==> config.mk <==
export PLATFORM = sky130hd
export DESIGN_NAME = r2n_buffer_flat
export DESIGN_NICKNAME = d
export VERILOG_FILES = /design/src/rtl/r2n_buffer_if.sv /design/src/rtl/r2n_buffer.sv /design/src/flat_wrapper.sv
export SDC_FILE = /design/constraint.sdc
export NUM_CORES = 1
export LEC_CHECK = 0
export BUFFER_PORTS_ARGS = -buffer_cell sky130_fd_sc_hd__buf_2
export CORE_AREA = 4 4 459 461
export DETAILED_ROUTE_END_ITERATION = 16
export DIE_AREA = 0 0 463 465
export GPL_TIMING_DRIVEN = 1
export SYNTH_ARGS = -nofsm -noshare
export SYNTH_HDL_FRONTEND = slang
export SYNTH_SLANG_ARGS = --single-unit
==> constraint.sdc <==
create_clock -name clk -period 4.5 [get_ports clk]
set_input_delay 0.225 -clock clk [delete_from_list [all_inputs] [get_ports clk]]
set_output_delay 0.225 -clock clk [all_outputs]
set_load 0.005 [all_outputs]
==> src/rtl/r2n_buffer_if.sv <==
// Block-in / row-out handshake bundle for the row-block to row-major buffer.
// master drives blocks and consumes rows; slave is the buffer side.
interface r2n_buffer_if #(
   parameter int WIDTH      = 16,
   parameter int ROW        = 256,
   parameter int COL        = 64,
   parameter int BLOCK_SIZE = 2,
   parameter int CHUNK_SIZE = 4
);
   localparam int BW = WIDTH * BLOCK_SIZE * CHUNK_SIZE;
   localparam int IW = $clog2(ROW);

   logic                   in_valid;
   logic                   in_ready;
   logic [BW-1:0]          in_block;
   logic                   out_valid;
   logic                   out_ready;
   logic [WIDTH*COL-1:0]   out_row;
   logic [IW-1:0]          out_row_idx;
   logic                   out_last;

   modport master (
      output in_valid, in_block, out_ready,
      input  in_ready, out_valid, out_row, out_row_idx, out_last
   );

   modport slave (
      input  in_valid, in_block, out_ready,
      output in_ready, out_valid, out_row, out_row_idx, out_last
   );
endinterface

==> src/rtl/r2n_buffer.sv <==
// Reassembles BLOCK_SIZE x CHUNK_SIZE tiles into full matrix rows using
// two ping-pong strip banks, one being filled while the other drains.
module r2n_buffer #(
   parameter int WIDTH      = 16,
   parameter int ROW        = 256,
   parameter int COL        = 64,
   parameter int BLOCK_SIZE = 2,
   parameter int CHUNK_SIZE = 4
) (
   input  logic           clk,
   input  logic           rst,
   input  logic           start,
   output logic           done,
   r2n_buffer_if.slave    bus
);
   localparam int NCB = COL / CHUNK_SIZE;
   localparam int NST = ROW / BLOCK_SIZE;
   localparam int CBW = (NCB > 1) ? $clog2(NCB) : 1;
   localparam int STW = $clog2(NST + 1);
   localparam int RRW = (BLOCK_SIZE > 1) ? $clog2(BLOCK_SIZE) : 1;
   localparam int IW  = $clog2(ROW);
   localparam int CW  = (COL > 1) ? $clog2(COL) : 1;

   typedef enum logic [1:0] {
      IDLE,
      RUN,
      DONE
   } state_t;

   state_t           state_q, state_d;
   logic             wr_bank_q, wr_bank_d;
   logic             rd_bank_q, rd_bank_d;
   logic [CBW-1:0]   colblk_q, colblk_d;
   logic [STW-1:0]   strip_q, strip_d;
   logic [RRW-1:0]   rd_row_q, rd_row_d;
   logic [IW-1:0]    rd_idx_q, rd_idx_d;
   logic [1:0]       full_q, full_d;

   logic [WIDTH-1:0] mem_q [2][BLOCK_SIZE][COL];

   logic             run;
   logic             acc;
   logic             cons;
   logic             last_cb;
   logic             last_row;
   logic             last_idx;
   logic [WIDTH*COL-1:0] row_w;

   assign run      = (state_q == RUN);
   assign last_cb  = (colblk_q == CBW'(NCB - 1));
   assign last_row = (rd_row_q == RRW'(BLOCK_SIZE - 1));
   assign last_idx = (rd_idx_q == IW'(ROW - 1));

   assign bus.in_ready    = run && !full_q[wr_bank_q]
                          && (strip_q < STW'(NST));
   assign bus.out_valid   = run && full_q[rd_bank_q];
   assign bus.out_row_idx = rd_idx_q;
   assign bus.out_last    = bus.out_valid && last_idx;
   assign bus.out_row     = row_w;
   assign done            = (state_q == DONE);

   assign acc  = bus.in_valid && bus.in_ready;
   assign cons = bus.out_valid && bus.out_ready;

   always_comb begin
      state_d   = state_q;
      wr_bank_d = wr_bank_q;
      rd_bank_d = rd_bank_q;
      colblk_d  = colblk_q;
      strip_d   = strip_q;
      rd_row_d  = rd_row_q;
      rd_idx_d  = rd_idx_q;
      full_d    = full_q;
      unique case (state_q)
         IDLE, DONE: begin
            if (start) begin
               state_d   = RUN;
               wr_bank_d = 1'b0;
               rd_bank_d = 1'b0;
               colblk_d  = '0;
               strip_d   = '0;
               rd_row_d  = '0;
               rd_idx_d  = '0;
               full_d    = '0;
            end
         end
         RUN: begin
            // Fill and drain always target different banks, so both apply.
            if (acc) begin
               colblk_d = colblk_q + 1'b1;
               if (last_cb) begin
                  full_d[wr_bank_q] = 1'b1;
                  colblk_d          = '0;
                  wr_bank_d         = ~wr_bank_q;
                  strip_d           = strip_q + 1'b1;
               end
            end
            if (cons) begin
               rd_row_d = rd_row_q + 1'b1;
               rd_idx_d = rd_idx_q + 1'b1;
               if (last_row) begin
                  full_d[rd_bank_q] = 1'b0;
                  rd_row_d          = '0;
                  rd_bank_d         = ~rd_bank_q;
               end
               if (last_idx) state_d = DONE;
            end
         end
         default: state_d = IDLE;
      endcase
   end

   always_ff @(posedge clk or posedge rst) begin
      if (rst) begin
         state_q   <= IDLE;
         wr_bank_q <= 1'b0;
         rd_bank_q <= 1'b0;
         colblk_q  <= '0;
         strip_q   <= '0;
         rd_row_q  <= '0;
         rd_idx_q  <= '0;
         full_q    <= '0;
      end else begin
         state_q   <= state_d;
         wr_bank_q <= wr_bank_d;
         rd_bank_q <= rd_bank_d;
         colblk_q  <= colblk_d;
         strip_q   <= strip_d;
         rd_row_q  <= rd_row_d;
         rd_idx_q  <= rd_idx_d;
         full_q    <= full_d;
      end
   end

   always_ff @(posedge clk) begin
      if (acc) begin
         for (int r = 0; r < BLOCK_SIZE; r++) begin
            for (int c = 0; c < CHUNK_SIZE; c++) begin
               mem_q[wr_bank_q][RRW'(r)][CW'(int'(colblk_q) * CHUNK_SIZE + c)]
                  <= bus.in_block[(r*CHUNK_SIZE+c)*WIDTH +: WIDTH];
            end
         end
      end
   end

   always_comb begin
      row_w = '0;
      for (int c = 0; c < COL; c++) begin
         row_w[WIDTH*COL-1-c*WIDTH -: WIDTH] = mem_q[rd_bank_q][rd_row_q][CW'(c)];
      end
   end
endmodule

==> src/flat_wrapper.sv <==
// flat-port wrapper written by rule: the top's interface ports become plain ports
module r2n_buffer_flat 
#(
   parameter int WIDTH      = 16,
   parameter int ROW        = 256,
   parameter int COL        = 64,
   parameter int BLOCK_SIZE = 2,
   parameter int CHUNK_SIZE = 4
)
  (clk, rst, start, done, bus_in_valid, bus_in_block, bus_out_ready, bus_in_ready, bus_out_valid, bus_out_row, bus_out_row_idx, bus_out_last);
  r2n_buffer_if #(.WIDTH(WIDTH), .ROW(ROW), .COL(COL), .BLOCK_SIZE(BLOCK_SIZE), .CHUNK_SIZE(CHUNK_SIZE)) bus_i ();
  input  logic clk;
  input  logic rst;
  input  logic start;
  output logic done;
  input wire logic [$bits(bus_i.in_valid)-1:0] bus_in_valid;
  input wire logic [$bits(bus_i.in_block)-1:0] bus_in_block;
  input wire logic [$bits(bus_i.out_ready)-1:0] bus_out_ready;
  output wire logic [$bits(bus_i.in_ready)-1:0] bus_in_ready;
  output wire logic [$bits(bus_i.out_valid)-1:0] bus_out_valid;
  output wire logic [$bits(bus_i.out_row)-1:0] bus_out_row;
  output wire logic [$bits(bus_i.out_row_idx)-1:0] bus_out_row_idx;
  output wire logic [$bits(bus_i.out_last)-1:0] bus_out_last;
  assign bus_i.in_valid = bus_in_valid;
  assign bus_i.in_block = bus_in_block;
  assign bus_i.out_ready = bus_out_ready;
  assign bus_in_ready = bus_i.in_ready;
  assign bus_out_valid = bus_i.out_valid;
  assign bus_out_row = bus_i.out_row;
  assign bus_out_row_idx = bus_i.out_row_idx;
  assign bus_out_last = bus_i.out_last;
  r2n_buffer #(.WIDTH(WIDTH), .ROW(ROW), .COL(COL), .BLOCK_SIZE(BLOCK_SIZE), .CHUNK_SIZE(CHUNK_SIZE)) u_core (.clk(clk), .rst(rst), .start(start), .done(done), .bus(bus_i));
endmodule
==> impl_metrics.ini <==
[synth]
synth_seq_cells = 1051
yosys-top-cells-area = edfxtp_1 (66%), mux2_2 (21%), buf_4 (8.2%)
synth_top_area_cell = edfxtp_1
yosysSeqAreaShare_pct = 67.1
syn_inst = 2751
syn_area_mm2 = 0.0468
synth_area_per_cell_um2 = 17.0
synth.distinct_cells = 43
ys_warn_count = 0
yosysTopAreaCellShare_pct = 65.7

[global_route]
overflow = 0
grt_first_pass_wirelength_um = 212000
antenna_found_initial = 42
grt_pass1_vias = 24900
grt_max_degree = 74
track_usage_pct = 14.3

[worst_hold_path]
min_path_cells = 1
min_path_type = in -> reg

[timing]
finalCriticalPeriod_ps = 3380
drv_slew = 0
finalSetupViolCount = 0
clock_skew_ps = 44.6
fmax_mhz = 296
final.setup.tns_ps = 0
relSlewSlack_pct = 18.2
timing_hold_violations_final = 0
finalCritPeriodShare_pct = 75.2
rsz0062_at_grt = no
worst_slew_pin_slew_ps = 1230

[critical_path]
cp.arrival_ps = 3830
worst_setup_path_start_kind = flip-flop
cp_top_family = simple AND/OR/NAND/NOR gates
crit_type = reg -> reg
max_stage_delay_ps = 600
critPathRequiredTime_ps = 4950
worst-path-max-fanout = 35
reg2regPathDepth = 5
cp-end-kind = flip-flop
crit_buf_inv = 1
slowest_stage = nor4b_4
cp.depth = 5
crit_chain = nor3b_2 -> nor4b_4 -> nand3_4 -> buf_4 -> mux2_1

[floorplanning]
io-pin-count = 1169
dieArea_mm2 = 0.215
die_y_um = 465
initial_core_util_pct = 22.7
die-width_um = 463
coreArea_mm2 = 0.206
rows = 167

[routing]
antenna_left = 1
drcViolationCount = 0
wl_per_cell_um = 26.1
wirelength_um = 163000
initialDrtViolationCount = 2103
first_pass_iters = 5
vias = 25200
via_per_inst = 4.05

[run_status]
violations = antenna violations
status = complete, but fails checks

[clock_tree]
cts_tree = built
htree_levels = 3
ctsRootBufferMaster = clkbuf_16
cts_inserted_buffers = 118
cts.sinks = 1051
clock_latency_ps = 740
path_clk_slew_ps = 60
ctsLongestPathBuffers = 3
post_cts_resized = 0

[flow_run]
maxCapViolCount = 0

[placed_design]
port_buffers = 592
hpwl_um = 104000
place_congestion = 0.739

[power_and_ir_drop]
p_total_w = 0.0272
vdd.ir_drop.worst_mv = 0.320
p_leak_nw = 19.8
powerDensity_mw_per_mm2 = 488

[final_layout]
syn_to_final_growth_pct = 19.1
nNetsFinal = 3553
drive_gt1_share_pct = 49.7
[cell usage after synthesis (all sizes together)]
library cell,number
buf,550
nor3b,2
a21oi,6
a41o,1
nand4b,2
dfrtp,27
clkbuf,99
o31ai,3
and4b,1
nor4,1
xor2,1
nand3,22
and3,1
mux2i,5
inv,8
conb,1
a31o,1
a21o,1
o22ai,1
a31oi,2
nor4b,1
and4,1
mux2,899
o311ai,1
o41ai,1
nor2,27
nand2,19
o21ai,12
nor2b,3
ha,6
xnor2,2
or4,4
nand2b,4
nor3,3
edfxtp,1024
and2,3
or3,2
nand4,3
o211a,1
[layout make-up]
type / count / area, um2
Fill cell: 20900 / 151000
Sequential cell: 1051 / 31400
Multi-Input combinational cell: 1554 / 13100
Timing Repair Buffer: 681 / 3970
Tap cell: 2704 / 3380
Clock buffer: 146 / 3080
Clock inverter: 70 / 717
Antenna cell: 21 / 52.6
Inverter: 8 / 30.0
[per-layer routing]
metal,track usage [%],wire length [um],up-vias
met3,3.96,13100,210
met1,18.2,67200,13100
li1,-,-,10700
met4,4.43,4740,0
met2,23.7,77800,1191
met5,0,0,-
[logic make-up after synthesis]
logic type / Yosys count / share of synthesized area (%)
AO/OA/AOI/OAI: 30 / 0.396
XOR/XNOR: 3 / 0.0561
adder cells (fa/ha/maj): 6 / 0.160
buffers and inverters: 657 / 9.42
flip-flops: 1051 / 67.1
multiplexers: 904 / 21.7
other: 1 / 0.00801
AND/OR/NAND/NOR: 99 / 1.10
[metrics by stage]
stage               hold WS [ps]  cells  utilization (%)  instance area, um2  setup WS [ps]
detailed placement           502   5983             25.1               51800            998
floorplan                    278   3262                -               48800           -277
global placement             488   5983             25.1               51800           1040
finish                      98.2   6235             27.0               55800           1120
CTS                         2.83   6214             27.0               55700            998
global route                42.3   6216             27.0               55700            864
[placed cells by master (no fill, tap or decap), types with 4 or more instances in the layout]
cell type	n
a21oi_1	6
buf_12	24
buf_2	590
buf_4	52
bufinv_16	9
clkbuf_1	26
clkbuf_16	118
clkinv_1	27
clkinv_2	10
clkinv_4	5
clkinvlp_4	6
conb_1	512
dfrtp_1	26
diode_2	21
dlygate4sd3_1	15
edfxtp_1	1024
ha_1	6
inv_1	8
inv_6	6
mux2_1	10
mux2_2	889
mux2i_1	5
nand2_1	17
nand2b_1	4
nand3_1	16
nand3_4	6
nor2_1	11
nor2_4	16
o21ai_0	12
or4_1	4
[where the power goes]
part	switching, W	internal, W	leakage [nW]
clock	0.00410	0.00539	1.82
combinational	0.00351	0.00293	8.45
sequential	0.000197	0.0111	9.56
[sequential cells by signal (all words and copies together) (netlist names)]
name,cells
u_core.bus.out_row_idx,8
u_core.colblk_q,4
u_core.full_q,2
u_core.last_row,1
u_core.mem_q,1024
u_core.rd_bank_q,1
u_core.state_q,2
u_core.strip_q,8
u_core.wr_bank_q,1
[final timing paths]
path,start,endpoint,slack [ps]
worst max-delay path,u_core.state_q[0]$_DFFE_PP0P_,u_core.mem_q[0][901]$_DFFE_PP_,1120
max in group asynchronous,rst,u_core.rd_bank_q$_DFFE_PP0P_,3360
worst max register to register,u_core.state_q[0]$_DFFE_PP0P_,u_core.mem_q[0][901]$_DFFE_PP_,1120
min in group asynchronous,rst,u_core.bus.out_row_idx[6]$_DFFE_PP0P_,320
worst min-delay path,bus_in_block[8],u_core.mem_q[0][696]$_DFFE_PP_,100
worst min register to register,u_core.bus.out_row_idx[5]$_DFFE_PP0P_,u_core.bus.out_row_idx[5]$_DFFE_PP0P_,510
[what timing repair did]
| action | in CTS | in global routing |
|---|---|---|
| setup buffers | 0 | 0 |
| hold buffers | 15 | 0 |
| endpoints found under the hold margin | 148 | 0 |
Power figures use the tool's default switching activity.
